File: src/rtl/id_ex_pipe_reg.sv
// id_ex_pipe_reg: ID/EX pipeline register for the 5-stage RV32I core.
//
// Captures decode-stage control, data and register indices into the E stage.
// It supports hold (stall_e), bubble insertion (flush_e) and a valid bit.
// It also resolves conditional branches and JAL/JALR in the E stage, and
// keeps saturating bubble/stall counters for performance debug.
//
// Ports:
//   clk, rst                 rising-edge clock, synchronous active-high reset
//   stall_e, flush_e         hold / bubble controls (flush wins over stall)
//   valid_d, *_d             decode-stage slot contents
//   fwd_a_e, fwd_b_e         forwarded E-stage operands (compare and JALR base)
//   *_e                      registered copies of every *_d input
//   pc_src_e, pc_target_e    redirect request and target
//   flush_cnt, stall_cnt     saturating performance counters
module id_ex_pipe_reg #(
  parameter int unsigned XLEN   = 32,
  parameter int unsigned REG_AW = 5,
  parameter int unsigned ALUC_W = 5,
  parameter int unsigned CNT_W  = 16
) (
  input  logic              clk,
  input  logic              rst,
  input  logic              stall_e,
  input  logic              flush_e,
  input  logic              valid_d,
  input  logic              reg_write_d,
  input  logic              mem_write_d,
  input  logic              jump_d,
  input  logic              branch_d,
  input  logic              alu_src_d,
  input  logic              jalr_d,
  input  logic [1:0]        result_src_d,
  input  logic [ALUC_W-1:0] alu_ctrl_d,
  input  logic [2:0]        funct3_d,
  input  logic [XLEN-1:0]   pc_d,
  input  logic [XLEN-1:0]   pc_plus4_d,
  input  logic [XLEN-1:0]   imm_ext_d,
  input  logic [XLEN-1:0]   rd1_d,
  input  logic [XLEN-1:0]   rd2_d,
  input  logic [REG_AW-1:0] rd_d,
  input  logic [REG_AW-1:0] rs1_d,
  input  logic [REG_AW-1:0] rs2_d,
  input  logic [XLEN-1:0]   fwd_a_e,
  input  logic [XLEN-1:0]   fwd_b_e,
  output logic              valid_e,
  output logic              reg_write_e,
  output logic              mem_write_e,
  output logic              jump_e,
  output logic              branch_e,
  output logic              alu_src_e,
  output logic              jalr_e,
  output logic [1:0]        result_src_e,
  output logic [ALUC_W-1:0] alu_ctrl_e,
  output logic [2:0]        funct3_e,
  output logic [XLEN-1:0]   pc_e,
  output logic [XLEN-1:0]   pc_plus4_e,
  output logic [XLEN-1:0]   imm_ext_e,
  output logic [XLEN-1:0]   rd1_e,
  output logic [XLEN-1:0]   rd2_e,
  output logic [REG_AW-1:0] rd_e,
  output logic [REG_AW-1:0] rs1_e,
  output logic [REG_AW-1:0] rs2_e,
  output logic              pc_src_e,
  output logic [XLEN-1:0]   pc_target_e,
  output logic [CNT_W-1:0]  flush_cnt,
  output logic [CNT_W-1:0]  stall_cnt
);

  logic            cond;
  logic [XLEN-1:0] jalr_sum;

  // Reset and flush both load an all-zero bubble; stall simply skips the load.
  always_ff @(posedge clk) begin
    if (rst || flush_e) begin
      valid_e      <= 1'b0;
      reg_write_e  <= 1'b0;
      mem_write_e  <= 1'b0;
      jump_e       <= 1'b0;
      branch_e     <= 1'b0;
      alu_src_e    <= 1'b0;
      jalr_e       <= 1'b0;
      result_src_e <= '0;
      alu_ctrl_e   <= '0;
      funct3_e     <= '0;
      pc_e         <= '0;
      pc_plus4_e   <= '0;
      imm_ext_e    <= '0;
      rd1_e        <= '0;
      rd2_e        <= '0;
      rd_e         <= '0;
      rs1_e        <= '0;
      rs2_e        <= '0;
    end else if (!stall_e) begin
      valid_e      <= valid_d;
      reg_write_e  <= reg_write_d;
      mem_write_e  <= mem_write_d;
      jump_e       <= jump_d;
      branch_e     <= branch_d;
      alu_src_e    <= alu_src_d;
      jalr_e       <= jalr_d;
      result_src_e <= result_src_d;
      alu_ctrl_e   <= alu_ctrl_d;
      funct3_e     <= funct3_d;
      pc_e         <= pc_d;
      pc_plus4_e   <= pc_plus4_d;
      imm_ext_e    <= imm_ext_d;
      rd1_e        <= rd1_d;
      rd2_e        <= rd2_d;
      rd_e         <= rd_d;
      rs1_e        <= rs1_d;
      rs2_e        <= rs2_d;
    end
  end

  // A flush cycle counts only as a bubble, never as a stall.
  always_ff @(posedge clk) begin
    if (rst) begin
      flush_cnt <= '0;
      stall_cnt <= '0;
    end else begin
      if (flush_e && (flush_cnt != '1))
        flush_cnt <= flush_cnt + CNT_W'(1);
      if (stall_e && !flush_e && (stall_cnt != '1))
        stall_cnt <= stall_cnt + CNT_W'(1);
    end
  end

  always_comb begin
    cond     = 1'b0;
    jalr_sum = fwd_a_e + imm_ext_e;
    case (funct3_e)
      3'b000:  cond = (fwd_a_e == fwd_b_e);
      3'b001:  cond = (fwd_a_e != fwd_b_e);
      3'b100:  cond = ($signed(fwd_a_e) <  $signed(fwd_b_e));
      3'b101:  cond = ($signed(fwd_a_e) >= $signed(fwd_b_e));
      3'b110:  cond = (fwd_a_e <  fwd_b_e);
      3'b111:  cond = (fwd_a_e >= fwd_b_e);
      default: cond = 1'b0;
    endcase
    // valid_e gates everything so a bubble can never redirect.
    pc_src_e = valid_e & ((branch_e & cond) | jump_e);
    if (jalr_e)
      pc_target_e = {jalr_sum[XLEN-1:1], 1'b0};
    else
      pc_target_e = pc_e + imm_ext_e;
  end

endmodule
File: config.mk
export PLATFORM = sky130hd
export DESIGN_NAME = id_ex_pipe_reg
export DESIGN_NICKNAME = d
export VERILOG_FILES = /design/src/rtl/id_ex_pipe_reg.sv
export SDC_FILE = /design/constraint.sdc
export NUM_CORES = 1
export LEC_CHECK = 0
export ABC_CLOCK_PERIOD_IN_PS = 3150
export CAP_MARGIN = 0
export CORE_AREA = 2 2 201 203
export CTS_BUF_LIST = sky130_fd_sc_hd__clkbuf_4
export DETAILED_ROUTE_END_ITERATION = 10
export DIE_AREA = 0 0 203 205
export DONT_BUFFER_PORTS = 1
export PLACE_DENSITY = 0.47
export SYNTH_ARGS = -nofsm -noshare
export SYNTH_HDL_FRONTEND = slang
export SYNTH_SLANG_ARGS = --single-unit
File: constraint.sdc
create_clock -name clk -period 3.15 [get_ports clk]
set_clock_uncertainty 0.1 [all_clocks]
set_input_delay 0.1575 -clock clk [delete_from_list [all_inputs] [get_ports clk]]
set_output_delay 0.1575 -clock clk [all_outputs]
set_load 0.02 [all_outputs]
==> reports/results.txt, run 1 <==
Synth unique cells: 70
Dpl hpwl: 32,900 um
Warnings from Yosys: 0
Number of synthesized flops with an enable pin: 0
Mapped Cells: 1,436
Clock Sinks: 224
Starting density of the core: 0.319
Syn nets: 1,793
Stopped at: clock tree synthesis (4_1_cts)
# rows: 73
PortBufs: 0
Post-CTS Setup Repair Bufs: 15
Clk buf depth: 3
Error: [ERROR RSZ-0060] Max buffer count reached.
Post-CTS sizing: 94
Die height: 205 um
Horiz. Die Dim: 203 um
Ys flop type: dfxtp_1
Routability Congestion: 0.847
Worst slack, placed: -0.188 ns
CTS Hold Bufs: 431
Num CTS Buffers: 67
Seq/Total Area, Yosys: 0.357
Root Buffer Master: clkbuf_4
Synthesized area: 12,600 um2
Fraction of registers with async set/reset: 0
H-tree level count: 3
Post-synthesis register bit count: 224
I/O pins: 517
Status: did not finish
Mean area per synthesized cell: 8.75 um2
## metrics by stage
stage,cell area (um2),util,hold slack (ns),instances
after floorplan,12600,-,0.200,1436
after global placement,14000,0.355,0.131,2021
after detailed placement,14000,0.355,0.134,2021
## Yosys cell counts, drive strengths merged, types with 10 or more instances
cell type	number	share of area
xnor2	30	0.021
a211oi	12	0.0072
nor2b	10	0.0050
nand2	67	0.020
ha	95	0.095
nor3	14	0.0056
mux2i	204	0.16
and3	18	0.0091
a21o	24	0.014
clkbuf	51	0.015
inv	69	0.021
nand4	27	0.013
nor2	265	0.079
o21ai	44	0.018
a21oi	82	0.033
nand3	26	0.010
o21a	14	0.0084
dfxtp	224	0.36
xor2	34	0.024
## cell families after synthesis
group / share of synthesized area
simple gates: 0.166
compound gates: 0.132
flops: 0.357
mux: 0.163
buf+inv: 0.0395
fa+ha+maj: 0.0978
xor+xnor: 0.0446
==> run 2, diff against run 1 <==
ABC_CLOCK_PERIOD_IN_PS = 4090   (was 3150)
CORE_AREA = 2 2 203 205   (was 2 2 201 203)
CTS_BUF_LIST = default   (was sky130_fd_sc_hd__clkbuf_4)
DIE_AREA = 0 0 205 207   (was 0 0 203 205)
PLACE_DENSITY = default   (was 0.47)
PLACE_DENSITY_LB_ADDON = 0.15   (was default)
clock period = 4.09 ns   (was 3.15 ns; I/O delays follow)
==> run 2 against run 1 <==
The run now ends clean. Synthesized area unchanged. Synthesized cell count unchanged.
==> reports/results.txt, run 2 <==
DIE AREA: 42,400 um2
Arr. time, crit path: 3.73 ns
Die height: 207 um (+0.98%)
Met1 Use GR: 0.255
Vias per cell: 5.06
# rows: 74 (+1.4%)
Nets: 2,189
PortBufs: 0 (unchanged)
H-tree level count: 1 (-2)
Setup crit start kind: flip-flop
Clock Sinks: 224 (unchanged)
Seq pwr share: 0.407
Ys flop type: dfxtp_1
Warnings from Yosys: 0 (unchanged)
Cell family with most CP delay: compound AO/OA/AOI/OAI gates
Largest area contributor in the netlist: dfxtp_1
Final worst slack: 0.0507 ns
1st-iter DRT viols: 556
Most frequent cells in the layout: dlygate4sd3_1, nor2_1, dfxtp_1, mux2i_1, ha_1
Crit path max-delay cell type: a2111o_1
Dpl hpwl: 31,600 um (-4.2%)
F_max: 248 MHz
Core ar.: 40,400 um2
Layout area overhead: 45.2%
Grt ovf: 0
Clock transition at path regs: 0.06 ns
M3 GR Usage: 0.0555
Crit. End Element: primary output
Fin. Hold Viols: 0
Post-synthesis register bit count: 224 (unchanged)
Internal Dissipation: 4.31 mW
Pin count of the biggest net entering global routing: 194
Worst vdd ir: 0.301 mV
Pins over their slew limit: 0
Top cells by area, synth: dfxtp_1, mux2i_1, ha_1, nor2_1, a21oi_1
Status: complete, no violations
Clock share of power: 0.429
Final wirelength: 46,700 um
Fin Hold WS: 0.179 ns
WL/cell: 19.6 um
Most numerous cell in the Yosys netlist: nor2_1
Layout cells sized above 1: 0.0664
Met2 global-route usage: 0.364
Largest stage delay, worst path: 0.49 ns
Period utilization: 0.988
Switching pwr: 1.58 mW
Number of synthesized flops with an enable pin: 0 (unchanged)
Syn nets: 1,793 (unchanged)
Clock Latency Late Sink: 0.56 ns
Placed Cells: 1,940 (-4.0%)
Worst Path Buf+Inv: 1
Starting density of the core: 0.311 (-0.00792)
CP Class: reg -> out
DRT Pass-1 Iters: 5
Unrepaired setup endpoints after global routing: true
Leakage: 7.76 nW
Horiz. Die Dim: 205 um (+0.99%)
Finished Layout Cells: 2,386
Fin util: 0.452
Clk buf depth: 3 (unchanged)
Final Critical Period: 4.04 ns
Mapped Cells: 1,436 (unchanged)
Mean area per synthesized cell: 8.75 um2 (unchanged)
Synthesized area: 12,600 um2 (unchanged)
Antenna Nets Post-Route: 0
Synth unique cells: 70 (unchanged)
Gr busiest metal: met2
Switching Fraction: 0.268
I/O pins: 517 (unchanged)
First-pass GRT wire length: 71,500 um
CP Cell Sequence: ha_4, inv_2, fa_2, and2b_2, o2111ai_4, a2111o_1, a31oi_4, a21oi_2, o31a_1, a41o_1, or3_4
Number of global-route vias before repair: 12,545
Fraction of registers with async set/reset: 0 (unchanged)
GRT Overall Usage: 0.212
Number of remaining DRC errors: 0
Combinational share of power: 0.164
Slew @ Worst Pin: 0.937 ns
Initial antenna violation count: 4
CTS tree: done
Worst min path class: in -> reg
Routability Congestion: 0.859 (+1.4%)
WP data required: 3.79 ns
Root Buffer Master: clkbuf_16
Area share of the largest cell type after synthesis: 0.357 (unchanged)
Pwr dens: 323 nW/um2
Worst slack, placed: 0.369 ns (+0.557 ns)
Max Cap Viol: 0
Slew HR: 0.370
Seq/Total Area, Yosys: 0.357 (unchanged)
Num CTS Buffers: 27 (-60%)
Routed vias: 12,083
Setup violations, final: 0
Most common cell after layout, fill and taps aside: dlygate4sd3_1
CP max FO: 4
Post-synth top cells: nor2_1, dfxtp_1, mux2i_1
PnR Total Power: 5.89 mW
## run 2: cell counts after synthesis
No cell type changed its count.
## run 2: final cells by class
cell class              count  area, um2
fillers                  3858      22100
multi-input cells        1084       7700
flip-flops and latches    224       4490
repair buffers            426       4200
clock buffers              32        724
well taps                 532        666
inverters                  69        259
clock inverters            17        206
diodes                      2       5.00
## run 2: final timing paths
kind / end / startpoint / depth (start not counted) / slack (ns)
setup / recovery: pc_target_e[28] / imm_ext_e[0] / 11 / 0.05
hold reg to reg: stall_cnt[1] / stall_cnt[1] / 2 / 0.53
setup reg to reg: flush_cnt[0] / flush_cnt[7] / 7 / 1.33
hold / removal: stall_cnt[1] / stall_e / 4 / 0.18
## run 2: cell families (layout without fill, tap and decap cells)
| kind of cell | count (synthesis) | count (layout) | share of synthesized area |
|---|---|---|---|
| buffers and inverters | 128 | 544 | 0.0395 |
| other | 0 | 2 | 0 |
| AOI/OAI and AO/OA | 250 | 250 | 0.132 |
| DFF | 224 | 224 | 0.357 |
| and+or+nand+nor | 468 | 468 | 0.166 |
| adders and majority gates | 97 | 97 | 0.0978 |
| xor gates and xnor gates | 64 | 64 | 0.0446 |
| muxes | 205 | 205 | 0.163 |
## run 2: what timing repair did
| item | in CTS | in global routing |
|---|---|---|
| pin swaps | 4 | 12 |
| hold buffers | 389 | 0 |
| gates resized for setup | 11 | 20 |
| endpoints found under the setup margin | 9 | 13 |
| hold endpoints to repair | 224 | 0 |
| buffers inserted | 2 | 4 |
## run 2: power by group through the flow
stage | Clock (mW) | Combinational, mW | Sequential [mW]
after floorplan | 0 | 0.506 | 2.42
after global placement | 0 | 0.580 | 2.44
after detailed placement | 0 | 0.590 | 2.44
after CTS | 2.60 | 0.937 | 2.40
after global routing | 2.70 | 1.05 | 2.41
final | 2.53 | 0.968 | 2.40
## run 2: worst min-delay path: stages
cell      delay [ns]
nand2b_1        0.07
o21bai_1        0.29
nand2_1         0.12
a21oi_1         0.06
## run 2: per-stage QoR
step / setup TNS, ns / area (um2)
after global placement: 0 / 13200
after detailed placement: 0 / 13200
after global routing: -0.154 / 18200
after CTS: 0 / 18100
after floorplan: 0 / 12600
final: 0 / 18200
## run 2: per-layer routing
metal / wire (um) / share of wire
met1: 19300 / 0.41
met2: 22500 / 0.48
met3: 3550 / 0.076
met4: 1390 / 0.030
met5: 40 / 0.00086
(Power assumes the default switching activity.)
==> run 3, diff against run 2 <==
RECOVER_POWER = 50   (was default)
==> run 3 against run 2 <==
Critical endpoint unchanged. Sequential power hardly changed. Maximum frequency hardly changed. Register-to-register slack hardly changed. Combinational power hardly changed. Worst hold slack hardly changed. Worst setup slack worse by 0.0018 ns. Clock-buffer cell count stayed put.
==> reports/results.txt, run 3 (synthesized netlist as in run 2, its figures left out) <==
Pin count of the biggest net entering global routing: 194 (unchanged)
Crit. End Element: primary output
DRT Pass-1 Iters: 5 (unchanged)
Crit path max-delay cell type: a2111o_1
Dpl hpwl: 31,600 um (unchanged)
H-tree level count: 1 (unchanged)
F_max: 247 MHz (about the same)
CP Class: reg -> out
Horiz. Die Dim: 205 um (unchanged)
Clock Latency Late Sink: 0.56 ns (about the same)
Placed inst area: 13,200 um2 (unchanged)
Reg2reg start: flush_cnt[7]
Worst min path class: in -> reg
Final wirelength: 46,700 um (about the same)
Fin. Hold Viols: 0 (unchanged)
WP data required: 3.79 ns (about the same)
Max Cap Viol: 0 (unchanged)
Nets: 2,189 (unchanged)
Pins over their slew limit: 0 (unchanged)
Clk buf depth: 3 (unchanged)
Arr. time, crit path: 3.74 ns (about the same)
Number of remaining DRC errors: 0 (unchanged)
Fin Hold WS: 0.179 ns (-0.000157 ns)
1st-iter DRT viols: 570 (+2.5%)
Antenna Nets Post-Route: 0 (unchanged)
FF-to-FF setup slack: 1.32 ns (about the same)
Die height: 207 um (unchanged)
Root Buffer Master: clkbuf_16
CTS tree: done
Worst hold path depth: 4 (unchanged)
Worst vdd ir: 0.301 mV (+0.17%)
DIE AREA: 42,400 um2 (unchanged)
Core ar.: 40,400 um2 (unchanged)
Routability Congestion: 0.859 (unchanged)
Grt ovf: 0 (unchanged)
Worst reg2reg path depth: 7 (unchanged)
PortBufs: 0 (unchanged)
Layout cells sized above 1: 0.0643 (-0.00216)
CP Cell Sequence: ha_4, inv_2, fa_2, and2b_2, o2111ai_4, a2111o_1, a31oi_4, a21oi_2, o31a_1, a41o_1, or3_4
GRT Overall Usage: 0.212 (unchanged)
PnR Total Power: 5.89 mW (about the same)
Unrepaired setup endpoints after global routing: true
Reg-to-Reg End: flush_cnt[0]
I/O pins: 517 (unchanged)
Slew HR: 0.361 (-0.00937)
Status: complete, no violations
Post-route cell area: 18,200 um2 (about the same)
Clock Sinks: 224 (unchanged)
Hold Crit Start: stall_e
Most common cell after layout, fill and taps aside: dlygate4sd3_1
Num CTS Buffers: 27 (unchanged)
Initial antenna violation count: 4 (unchanged)
Largest stage delay, worst path: 0.49 ns (about the same)
Setup violations, final: 0 (unchanged)
Slew @ Worst Pin: 0.958 ns (+0.0214 ns)
Fillcell total: 3,861 (+0.078%)
Period utilization: 0.988 (about the same)
Clock transition at path regs: 0.06 ns (about the same)
Number of global-route vias before repair: 12,545 (unchanged)
Min-Delay Endpoint: stall_cnt[1]
Final Critical Period: 4.04 ns (+0.00183 ns)
Routed vias: 12,107 (+0.20%)
Vias per cell: 5.07 (+0.20%)
Layout area overhead: 45.1% (about the same)
WL/cell: 19.6 um (about the same)
Pwr dens: 323 nW/um2 (about the same)
Most frequent cells in the layout: dlygate4sd3_1, nor2_1, dfxtp_1, mux2i_1, ha_1
First-pass GRT wire length: 71,500 um (unchanged)
Starting density of the core: 0.311 (unchanged)
CP max FO: 4 (unchanged)
Leakage: 7.75 nW (-0.12%)
# rows: 74 (unchanged)
Setup crit start kind: flip-flop
==> run 3: per-stage QoR <==
step                instances  setup WS (ns)  TNS [ns]  utilization
floorplan                1436          0.516         0            -
global placement         1940          0.360         0        0.328
detailed placement       1940          0.369         0        0.328
CTS                      2380        0.00110         0        0.449
global route             2384        -0.0708    -0.205        0.452
finish                   2386         0.0489         0        0.452
==> run 3: repair_timing <==
action | in CTS | in global routing
hold buffers | 389 | 0
setup buffers | 2 | 4
resized for setup | 11 | 20
setup endpoints to repair | 9 | 13
hold endpoints to repair | 224 | 0
pin swaps | 4 | 12
==> run 3: critical path, delay by kind of cell, from the launching register on <==
kind / cells / cell delay (ns)
buffers and inverters: 1 / 0.04
flip-flops: 1 / 0.35
AND/OR/NAND/NOR: 2 / 0.63
adder cells (fa/ha/maj): 2 / 0.52
AO/OA/AOI/OAI: 6 / 1.63
==> run 3: final cells by class <==
type | instances | area (um2) | share of cell area
antenna | 2 | 5.00 | 0.000274
clock buffer | 32 | 724 | 0.0397
clock inverter | 17 | 206 | 0.0113
inverter | 69 | 259 | 0.0142
multi-input combinational | 1084 | 7700 | 0.422
sequential | 224 | 4490 | 0.246
tap | 532 | 666 | 0.0365
timing repair buffer | 426 | 4190 | 0.230
==> run 3: power by group <==
part,switching [mW],leakage (nW),internal (mW)
Clock,1.01,0.463,1.52
Combinational,0.425,5.47,0.543
Sequential,0.150,1.82,2.25
==> run 3: worst max path at each step <==
stage,slack (ns),start,to
finish,0.05,imm_ext_e[0],pc_target_e[28]
floorplan,0.52,imm_ext_e[1],pc_target_e[31]
global route,-0.07,imm_ext_e[0],pc_target_e[28]
detailed placement,0.37,pc_e[0],pc_target_e[28]
global placement,0.36,pc_e[0],pc_target_e[28]
CTS,0.001,imm_ext_e[0],pc_target_e[28]
==> run 3: per-layer routing <==
layer	GRT usage	part of all wire
met2	0.364	0.48
met5	0	0.00086
met3	0.0555	0.075
met1	0.255	0.41
met4	0.0687	0.030
